<file path="src/rtl/digit_scan_ctrl_pkg.sv">
// Shared definitions for the display scan sequencer and the position decoder.
package digit_scan_ctrl_pkg;

  typedef enum logic [1:0] {
    ST_IDLE  = 2'd0,
    ST_BLANK = 2'd1,
    ST_SHOW  = 2'd2
  } scan_state_t;

  // Position code meaning "no digit lit".
  localparam logic [3:0] POS_NONE = 4'hF;

endpackage

</file>
<file path="src/rtl/digit_scan_ctrl_lzb_mask.sv">
// Leading-zero suppression mask for the digit scanner.
// A digit is suppressed when it and every digit above it are zero and none of
// those digits has its decimal point lit; digit 0 is never suppressed.
module scan_lzb_mask
  import digit_scan_ctrl_pkg::*;
#(
  parameter int NUM_DIGITS = 6
) (
  input  logic [4*NUM_DIGITS-1:0] frame,
  input  logic [NUM_DIGITS-1:0]   dp,
  input  logic                    lzb,
  output logic [NUM_DIGITS-1:0]   suppress
);

  logic keep;

  // Walk from the leftmost digit down; the first non-zero digit or lit dp stops suppression.
  always_comb begin
    suppress = '0;
    keep     = 1'b0;
    for (int k = NUM_DIGITS - 1; k >= 1; k--) begin
      keep        = keep | (frame[4*k +: 4] != 4'd0) | dp[k];
      suppress[k] = lzb & ~keep;
    end
  end

endmodule

</file>
<file path="src/rtl/digit_scan_ctrl.sv">
// Time-multiplexed scan sequencer for the seven-segment clock display.
//
//   state | meaning
//   IDLE  | display off, waiting for en
//   BLANK | all digits off (ghost-blanking gap before each digit)
//   SHOW  | digit idx lit for its dwell time
//
// The frame buffer only changes in IDLE or on the frame_tick cycle, so a
// frame never mixes old and new digits.
module digit_scan_ctrl
  import digit_scan_ctrl_pkg::*;
#(
  parameter int NUM_DIGITS   = 6,
  parameter int DWELL_CYCLES = 50000,
  parameter int BLANK_CYCLES = 500
) (
  input  logic                    clk,
  input  logic                    rst_n,
  input  logic                    en,
  input  logic                    lzb,
  input  logic                    upd_req,
  input  logic [4*NUM_DIGITS-1:0] digits_in,
  input  logic [NUM_DIGITS-1:0]   dp_in,
  output logic                    upd_ack,
  output logic [3:0]              scan_pos,
  output logic [3:0]              scan_val,
  output logic                    scan_dp,
  output logic                    frame_tick
);

  localparam int MAX_CYC = (DWELL_CYCLES > BLANK_CYCLES) ? DWELL_CYCLES : BLANK_CYCLES;
  localparam int TW      = $clog2(MAX_CYC + 1);
  localparam int IW      = (NUM_DIGITS > 1) ? $clog2(NUM_DIGITS) : 1;

  scan_state_t           state_q, nxt_state;
  logic [IW-1:0]         idx_q, nxt_idx;
  logic [TW-1:0]         timer_q, nxt_timer;
  logic [4*NUM_DIGITS-1:0] frame_q;
  logic [NUM_DIGITS-1:0] dp_q;
  logic [NUM_DIGITS-1:0] suppress;
  logic [3:0]            nxt_pos, nxt_val;
  logic                  nxt_dp, nxt_tick;
  logic                  capture;

  scan_lzb_mask #(.NUM_DIGITS(NUM_DIGITS)) u_lzb_mask (
    .frame    (frame_q),
    .dp       (dp_q),
    .lzb      (lzb),
    .suppress (suppress)
  );

  // Capture only in IDLE or on the frame boundary, never while the previous ack is out.
  assign capture = upd_req & ~upd_ack & ((state_q == ST_IDLE) | frame_tick);

  // Next state, index and timer.
  always_comb begin
    nxt_state = state_q;
    nxt_idx   = idx_q;
    nxt_timer = timer_q;
    if (!en) begin
      nxt_state = ST_IDLE;
      nxt_idx   = '0;
      nxt_timer = '0;
    end else begin
      case (state_q)
        ST_IDLE: begin
          nxt_state = ST_BLANK;
          nxt_idx   = '0;
          nxt_timer = '0;
        end
        ST_BLANK: begin
          if (timer_q == TW'(BLANK_CYCLES - 1)) begin
            nxt_state = ST_SHOW;
            nxt_timer = '0;
          end else begin
            nxt_timer = timer_q + TW'(1);
          end
        end
        ST_SHOW: begin
          if (timer_q == TW'(DWELL_CYCLES - 1)) begin
            nxt_state = ST_BLANK;
            nxt_timer = '0;
            nxt_idx   = (idx_q == IW'(NUM_DIGITS - 1)) ? '0 : idx_q + IW'(1);
          end else begin
            nxt_timer = timer_q + TW'(1);
          end
        end
        default: begin
          nxt_state = ST_IDLE;
          nxt_idx   = '0;
          nxt_timer = '0;
        end
      endcase
    end
  end

  // Output values for the coming cycle, derived from the next state so outputs stay registered.
  always_comb begin
    nxt_pos  = POS_NONE;
    nxt_val  = '0;
    nxt_dp   = 1'b0;
    nxt_tick = 1'b0;
    if (nxt_state == ST_SHOW) begin
      for (int k = 0; k < NUM_DIGITS; k++) begin
        if (nxt_idx == IW'(k)) begin
          nxt_val = frame_q[4*k +: 4];
          nxt_dp  = dp_q[k];
          if (!suppress[k]) nxt_pos = 4'(k);
        end
      end
      nxt_tick = (nxt_idx == IW'(NUM_DIGITS - 1)) && (nxt_timer == TW'(DWELL_CYCLES - 1));
    end
  end

  // FSM state, index and timer registers.
  always_ff @(posedge clk or negedge rst_n) begin
    if (!rst_n) begin
      state_q <= ST_IDLE;
      idx_q   <= '0;
      timer_q <= '0;
    end else begin
      state_q <= nxt_state;
      idx_q   <= nxt_idx;
      timer_q <= nxt_timer;
    end
  end

  // Registered display outputs.
  always_ff @(posedge clk or negedge rst_n) begin
    if (!rst_n) begin
      scan_pos   <= POS_NONE;
      scan_val   <= '0;
      scan_dp    <= 1'b0;
      frame_tick <= 1'b0;
    end else begin
      scan_pos   <= nxt_pos;
      scan_val   <= nxt_val;
      scan_dp    <= nxt_dp;
      frame_tick <= nxt_tick;
    end
  end

  // Frame buffer and update acknowledge.
  always_ff @(posedge clk or negedge rst_n) begin
    if (!rst_n) begin
      frame_q <= '0;
      dp_q    <= '0;
      upd_ack <= 1'b0;
    end else begin
      upd_ack <= capture;
      if (capture) begin
        frame_q <= digits_in;
        dp_q    <= dp_in;
      end
    end
  end

endmodule

</file>
<file path="config.mk">
export PLATFORM = sky130hd
export DESIGN_NAME = digit_scan_ctrl
export DESIGN_NICKNAME = d
export VERILOG_FILES = /design/src/rtl/digit_scan_ctrl_pkg.sv /design/src/rtl/digit_scan_ctrl_lzb_mask.sv /design/src/rtl/digit_scan_ctrl.sv
export SDC_FILE = /design/constraint.sdc
export NUM_CORES = 1
export LEC_CHECK = 0
export ABC_AREA = 1
export ABC_CLOCK_PERIOD_IN_PS = 4200
export CORE_UTILIZATION = 45
export DETAILED_ROUTE_END_ITERATION = 8
export PLACE_DENSITY = 0.67
export SKIP_CTS_REPAIR_TIMING = 1
export SYNTH_ARGS = -nofsm -noshare
export SYNTH_HDL_FRONTEND = slang
export SYNTH_HIERARCHICAL = 1
export SYNTH_SLANG_ARGS = --single-unit
</file>
<file path="constraint.sdc">
create_clock -name clk -period 4.2 [get_ports clk]
set_clock_uncertainty 0.05 [all_clocks]
set_input_delay 0.84 -clock clk [delete_from_list [all_inputs] [get_ports clk]]
set_output_delay 0.84 -clock clk [all_outputs]
set_load 0.02 [all_outputs]
</file>
======== Word level (Yosys, flattened, before mapping) ========
Cells that the tools add are included.
storage, ports and cells
  register bits after elaboration ......... 62
  bits in latches ......................... 0
  memory bits (writable) .................. 0
  bits in read-only memories .............. 0
  input port bits ......................... 35
  output and inout port bits .............. 11
  logic and storage cells ................. 95
  memories kept ........................... 0
operators by class
  add/sub/neg operators ................... 2
  $mul .................................... 0
  div/mod/pow operators ................... 0
  $lt $le $gt $ge ......................... 0
  eq/ne operators ......................... 12
  shifts and indexed selects .............. 0
  mux-type cells .......................... 40
  bitwise gates (word level) .............. 23
  reduce and logical (&&, ||, !) cells .... 8
operator list
  cell                     number
  $mux W4                  20
  $mux W16                 3
  $eq A16 B16 Y1 const B   2
  $pmux W16 S2             1
  $reduce_bool A4 Y1       5
  $add A16 B1 Y16 const B  1
  $eq A16 B9 Y1 const B    1
  $or A1 B1 Y1             10
  $eq A3 B3 Y1 const B     3
  $mux W3                  3
  $mux W1                  8
  $and A1 B1 Y1            7
  $eq A3 B2 Y1 const B     2
  $mux W2                  3
  $not A1 Y1               6
  $pmux W2 S3              1
  $pmux W3 S2              1
  $eq A2 B2 Y1 const B     2
  $add A3 B1 Y3 const B    1
  $eq A3 B1 Y1 const B     1
  $logic_not A3 Y1         1
  $eq A2 B1 Y1 const B     1
  $logic_not A2 Y1         1
  $logic_and A1 B1 Y1      1

======== Longest topological paths before layout ========
  depth after elaboration ................. 24
  depth in mapped cells ................... 17

======== Hierarchy ========
The synthesis kept the hierarchy.
by module, submodules not included
  module           instances  cells an instance  area an instance (um2)
  digit_scan_ctrl  1          423                3259.4
  scan_lzb_mask    1          30                 152.6

======== Least setup slack after synthesis ========
Ideal clock, no wire load.
  path kind ............................... register to register
  start point ............................. register timer_q[0]
  end point ............................... register scan_dp
  setup time .............................. 0.113 ns
  arrival time ............................ 1.831 ns
  setup slack ............................. 2.206 ns
  stages on the path, launching flop included .. 17
  path buffers ............................ 1
  cell sequence ........................... dfrtp_1 > ha_1 > nand3_2 > nor2_4 > nand2_2 > nand2_2 > nand3_2 > nand2_4 > nand2_4 > clkinv_2 > nand3_2 > buf_6 > or2_0 > nand2_1 > nand3_1 > nand2_1 > inv_1
between the ends
  cells in the longest elaborated chain, start to end .. 12
  elaborated cells on any way between the ends .. 23
  classes of those cells .................. eq/ne: 8; mux: 14; reduce/logical: 1
ends and longest elaborated chain
  element                 line                    source
  from (decl)             digit_scan_ctrl.sv:37   logic [TW-1:0] timer_q, nxt_timer;
  from (signal assigned)  digit_scan_ctrl.sv:124  timer_q <= nxt_timer;
  $eq A16 B16 Y1 *        digit_scan_ctrl.sv:80   if (timer_q == TW'(DWELL_CYCLES - 1)) begin
  $mux W3 *               digit_scan_ctrl.sv:80
  $pmux W3 S2 *           digit_scan_ctrl.sv:65   case (state_q)
  $mux W3 *               digit_scan_ctrl.sv:60   if (!en) begin
  named net nxt_idx[1]    digit_scan_ctrl.sv:36   logic [IW-1:0] idx_q, nxt_idx;
  $logic_not A3 Y1        digit_scan_ctrl.sv:105  if (nxt_idx == IW'(k)) begin
  $mux W1 (5 in series)   digit_scan_ctrl.sv:105
  $mux W1 *               digit_scan_ctrl.sv:105
  $mux W1 *               digit_scan_ctrl.sv:103  if (nxt_state == ST_SHOW) begin
  named net nxt_dp        digit_scan_ctrl.sv:42   logic nxt_dp, nxt_tick;
  to (signal assigned)    digit_scan_ctrl.sv:138  scan_dp <= nxt_dp;
  to (decl)               digit_scan_ctrl.sv:27   output logic scan_dp,
Mark *: on every way through the listed nets, which the timed path passes. The rest lies on a longest branch.
A chain may end at the register's enable or synchronous reset.

======== Worst setup path after layout ========
  start point ............................. register timer_q[0]
  end point ............................... register scan_pos[3]
between the ends
  cells in the longest elaborated chain, start to end .. 18
  elaborated cells on any way between the ends .. 29
  classes of those cells .................. eq/ne: 8; mux: 20; reduce/logical: 1
ends and longest elaborated chain
  element               line                    source
  $eq A16 B16 Y1 *      digit_scan_ctrl.sv:80
  $mux W3 *             digit_scan_ctrl.sv:80
  $pmux W3 S2 *         digit_scan_ctrl.sv:65
  $mux W3 *             digit_scan_ctrl.sv:60
  named net nxt_idx[2]  digit_scan_ctrl.sv:36
  $logic_not A3 Y1      digit_scan_ctrl.sv:105
  $mux W4               digit_scan_ctrl.sv:105
  $mux W4               digit_scan_ctrl.sv:108  if (!suppress[k]) nxt_pos = 4'(k);
  [... 4 more ...]      n/a
  $mux W4               digit_scan_ctrl.sv:108
  $mux W4               digit_scan_ctrl.sv:105
  $mux W4               digit_scan_ctrl.sv:108
  $mux W4               digit_scan_ctrl.sv:105
  $mux W4               digit_scan_ctrl.sv:108
  $mux W4 *             digit_scan_ctrl.sv:105
  $mux W4 *             digit_scan_ctrl.sv:103
  named net nxt_pos[3]  digit_scan_ctrl.sv:41   logic [3:0] nxt_pos, nxt_val;
  to (signal assigned)  digit_scan_ctrl.sv:136  scan_pos <= nxt_pos;
  to (decl)             digit_scan_ctrl.sv:25   output logic [3:0] scan_pos,
Mark *: on every way through the listed nets, which the timed path passes. The rest lies on a longest branch. The select of a mux whose other input is x is not followed.

==> impl_metrics.py <==
metrics = {
    "clock_network": {
        "cts_buffers": 9,
        "cts_root_buf": "clkbuf_8",
        "tritoncts": "done",
        "clock_sink_count": 62,
        "clockBufferDepth": 2,
        "clk_pin_slew_ps": 70,
        "cts.htree.levels": 3,
        "clkLatencyLatePin_ps": 350,
    },
    "drt": {
        "initialDrtViolationCount": 105,
        "dr_wl_met3_um": 266,
        "route.met2.wl_mm": 3.53,
        "vias_per_cell": 4.82,
        "drt-met1-wl_mm": 3.61,
        "ant_nets": 0,
        "top_layer_used": "met4",
        "drc_errors": 0,
        "wire_per_inst_um": 12.5,
        "wl_mm": 7.52,
        "first_pass_iters": 4,
        "vias": 2913,
    },
    "global_route": {
        "grtUsageTotal": 0.217,
        "grt-ovfl-total": 0,
        "antenna_found_initial": 0,
        "grt_pass1_vias": 2812,
        "grt_max_degree": 41,
        "grt_pass1_wl_mm": 12.9,
    },
    "worst_setup_path": {
        "crit_type": "reg2reg",
        "required_ps": 4420,
        "rr_worst_depth": 14,
        "cp_cell_sequence": "ha_1 > nand3_2 > nor2_1 > nand2_1 > nand2_1 > nand3_1 > nand2_1 > nand2_1 > inv_1 > nand3b_1 > nand2_1 > inv_1 > nand2_1 > nand2_1",
        "cp_slowest_cell": "dfrtp_1",
        "arrival_ps": 2690,
        "worst_path_most_repeated_cell": "nand2_1",
        "crit_fanout": 13,
        "cpPeakStageDelay_ps": 400,
        "timing.rr.end": "scan_pos[3]$_DFF_PN1_",
        "crit_path_start_kind": "register",
        "rrSetupSlack_ps": 1730,
        "r2r_start": "timer_q[0]$_DFF_PN0_",
        "end_kind": "register",
    },
    "logic_synthesis": {
        "synth_seq_cells": 62,
        "yosys-top-cells-area": "dfrtp_1, nand2_1, nand3_1",
        "syn_inst": 453,
        "synth_nets": 493,
        "synth_area_per_cell_um2": 7.53,
        "ys_types": 38,
        "syn_area_um2": 3410,
        "synth_top_area_share": 0.425,
        "ys.flop_type": "dfrtp_1",
        "yosys_warnings": 6,
        "yosysTopAreaCell": "dfrtp_1",
        "synth_edf_count": 0,
        "async_reset_ff_frac": 1.00,
        "yosysSeqAreaShare": 0.456,
    },
    "power_and_ir_drop": {
        "pwr-share-comb": 0.128,
        "p_int_uw": 976,
        "ir_worst_vdd_mv": 0.202,
        "switchingPower_uw": 368,
        "p_per_area_nw_per_um2": 327,
        "power.leakage_nw": 2.07,
        "swShare": 0.274,
        "p_seq_frac": 0.523,
        "clockPowerShare": 0.349,
    },
    "sta": {
        "tns_ps": 0,
        "min_period_ps": 2470,
        "setup_viol": 0,
        "slew_violations": 0,
        "period_share": 0.587,
        "hold_viol_final": 0,
        "relSlewSlack": 0.417,
        "rsz0062_at_grt": "false",
        "fmax_ghz": 0.405,
        "tightestPinTransition_ps": 875,
    },
    "floorplan": {
        "fp.dieArea_um2": 7930,
        "start_util": 0.468,
        "die_h_um": 89.1,
        "row_count": 31,
        "coreArea_um2": 7290,
        "io_pins": 46,
        "die_x_um": 89.1,
    },
    "hold_path": {
        "hold_start": "frame_q[1]$_DFFE_PN0P_",
        "min_path_cells": 2,
        "hold_path_class": "reg2reg",
        "holdPathEnd": "frame_q[1]$_DFFE_PN0P_",
    },
    "finish": {
        "n_fill_cell": 743,
        "finalNetCount": 540,
        "multi_input_area_um2": 1590,
        "seq_area_um2": 1560,
        "layout_commonest_cell": "nand2_1",
        "area_growth_pct": 20.5,
        "final_cell_count_no_fill": 604,
        "drive_gt1_frac": 0.103,
        "antenna_cells": 0,
        "layout_common_cells": "nand2_1, dfrtp_1, inv_1",
        "utilization": 0.564,
    },
    "placement": {
        "post-dp-hpwl_mm": 5.73,
        "dp.cells": 588,
        "place.gp.congestion": 0.809,
        "io_buffers": 45,
    },
    "run_status": {
        "status": "finished clean",
    },
    "job": {
        "cap_violations": 0,
    },
}
final cells by class:
class,instances,share of cell area
Tap cell,99,0.0301
Inverter,56,0.0514
Timing Repair Buffer,47,0.112
Multi-Input combinational cell,324,0.386
Sequential cell,62,0.378
Clock buffer,14,0.0395
Clock inverter,2,0.00243
synth_stat cells, types with 6 or more instances:
cell type and number:
nor2_2 7, o211ai_1 6, inv_1 51, dfrtp_1 58
nor3_1 8, o21ai_0 13, or2_0 6, nor2_1 41
nand4_1 8, nand2_2 6, nand2_1 153, nand3_1 40
state kept, by name, summed over array words and instances, names as in the netlist:
name / count
timer_q: 16
scan_val: 4
state_q: 2
dp_q: 6
frame_q: 24
scan_pos: 4
upd_ack: 1
scan_dp: 1
idx_q: 3
frame_tick: 1
cell families after synthesis:
kind of cell | after synthesis | synth area share
AOI/OAI and AO/OA | 25 | 0.0433
xor gates and xnor gates | 5 | 0.0128
adders and majority gates | 5 | 0.0183
buffers and inverters | 67 | 0.0785
DFF | 62 | 0.456
other | 1 | 0.00110
and+or+nand+nor | 288 | 0.390
power groups by stage:
stage / Combinational [mW] / Clock [mW] / Sequential, mW
6_report: 0.172 / 0.468 / 0.703
2_1_floorplan: 0.107 / 0 / 0.697
3_5_place_dp: 0.175 / 0 / 0.713
3_3_place_gp: 0.171 / 0 / 0.712
5_1_grt: 0.201 / 0.502 / 0.709
4_1_cts: 0.177 / 0.476 / 0.703
worst max path at each step:
stage / slack (ps) / from / end
2_1_floorplan: 2210 / timer_q[0]$_DFF_PN0_ / scan_dp$_DFF_PN0_
3_3_place_gp: 1530 / en / scan_pos[3]$_DFF_PN1_
3_5_place_dp: 1480 / en / scan_pos[3]$_DFF_PN1_
4_1_cts: 1740 / timer_q[0]$_DFF_PN0_ / scan_pos[1]$_DFF_PN1_
5_1_grt: 1440 / timer_q[0]$_DFF_PN0_ / scan_pos[1]$_DFF_PN1_
6_report: 1730 / timer_q[0]$_DFF_PN0_ / scan_pos[3]$_DFF_PN1_
through the flow:
step                setup slack (ps)  hold slack (ps)  cell area [µm²]  power, mW
CTS                             1740              447             4110       1.36
finish                          1730              449             4110       1.34
detailed placement              1480              428             3940      0.889
global route                    1440              473             4110       1.41
floorplan                       2210              392             3410      0.804
global placement                1530              416             3940      0.883
metal layers:
metal | global-route usage | vias up
li1 | - | 1509
met1 | 0.290 | 1339
met2 | 0.347 | 54
met3 | 0.0369 | 11
met4 | 0.0996 | 0
met5 | 0 | -
critical path: cells and delay by family, from the launching register on:
| kind | cells | cell delay, ps |
|---|---|---|
| adders and majority gates | 1 | 260 |
| and+or+nand+nor | 11 | 1340 |
| DFF | 1 | 400 |
| buffers and inverters | 2 | 340 |
(Power assumes the default switching activity.)
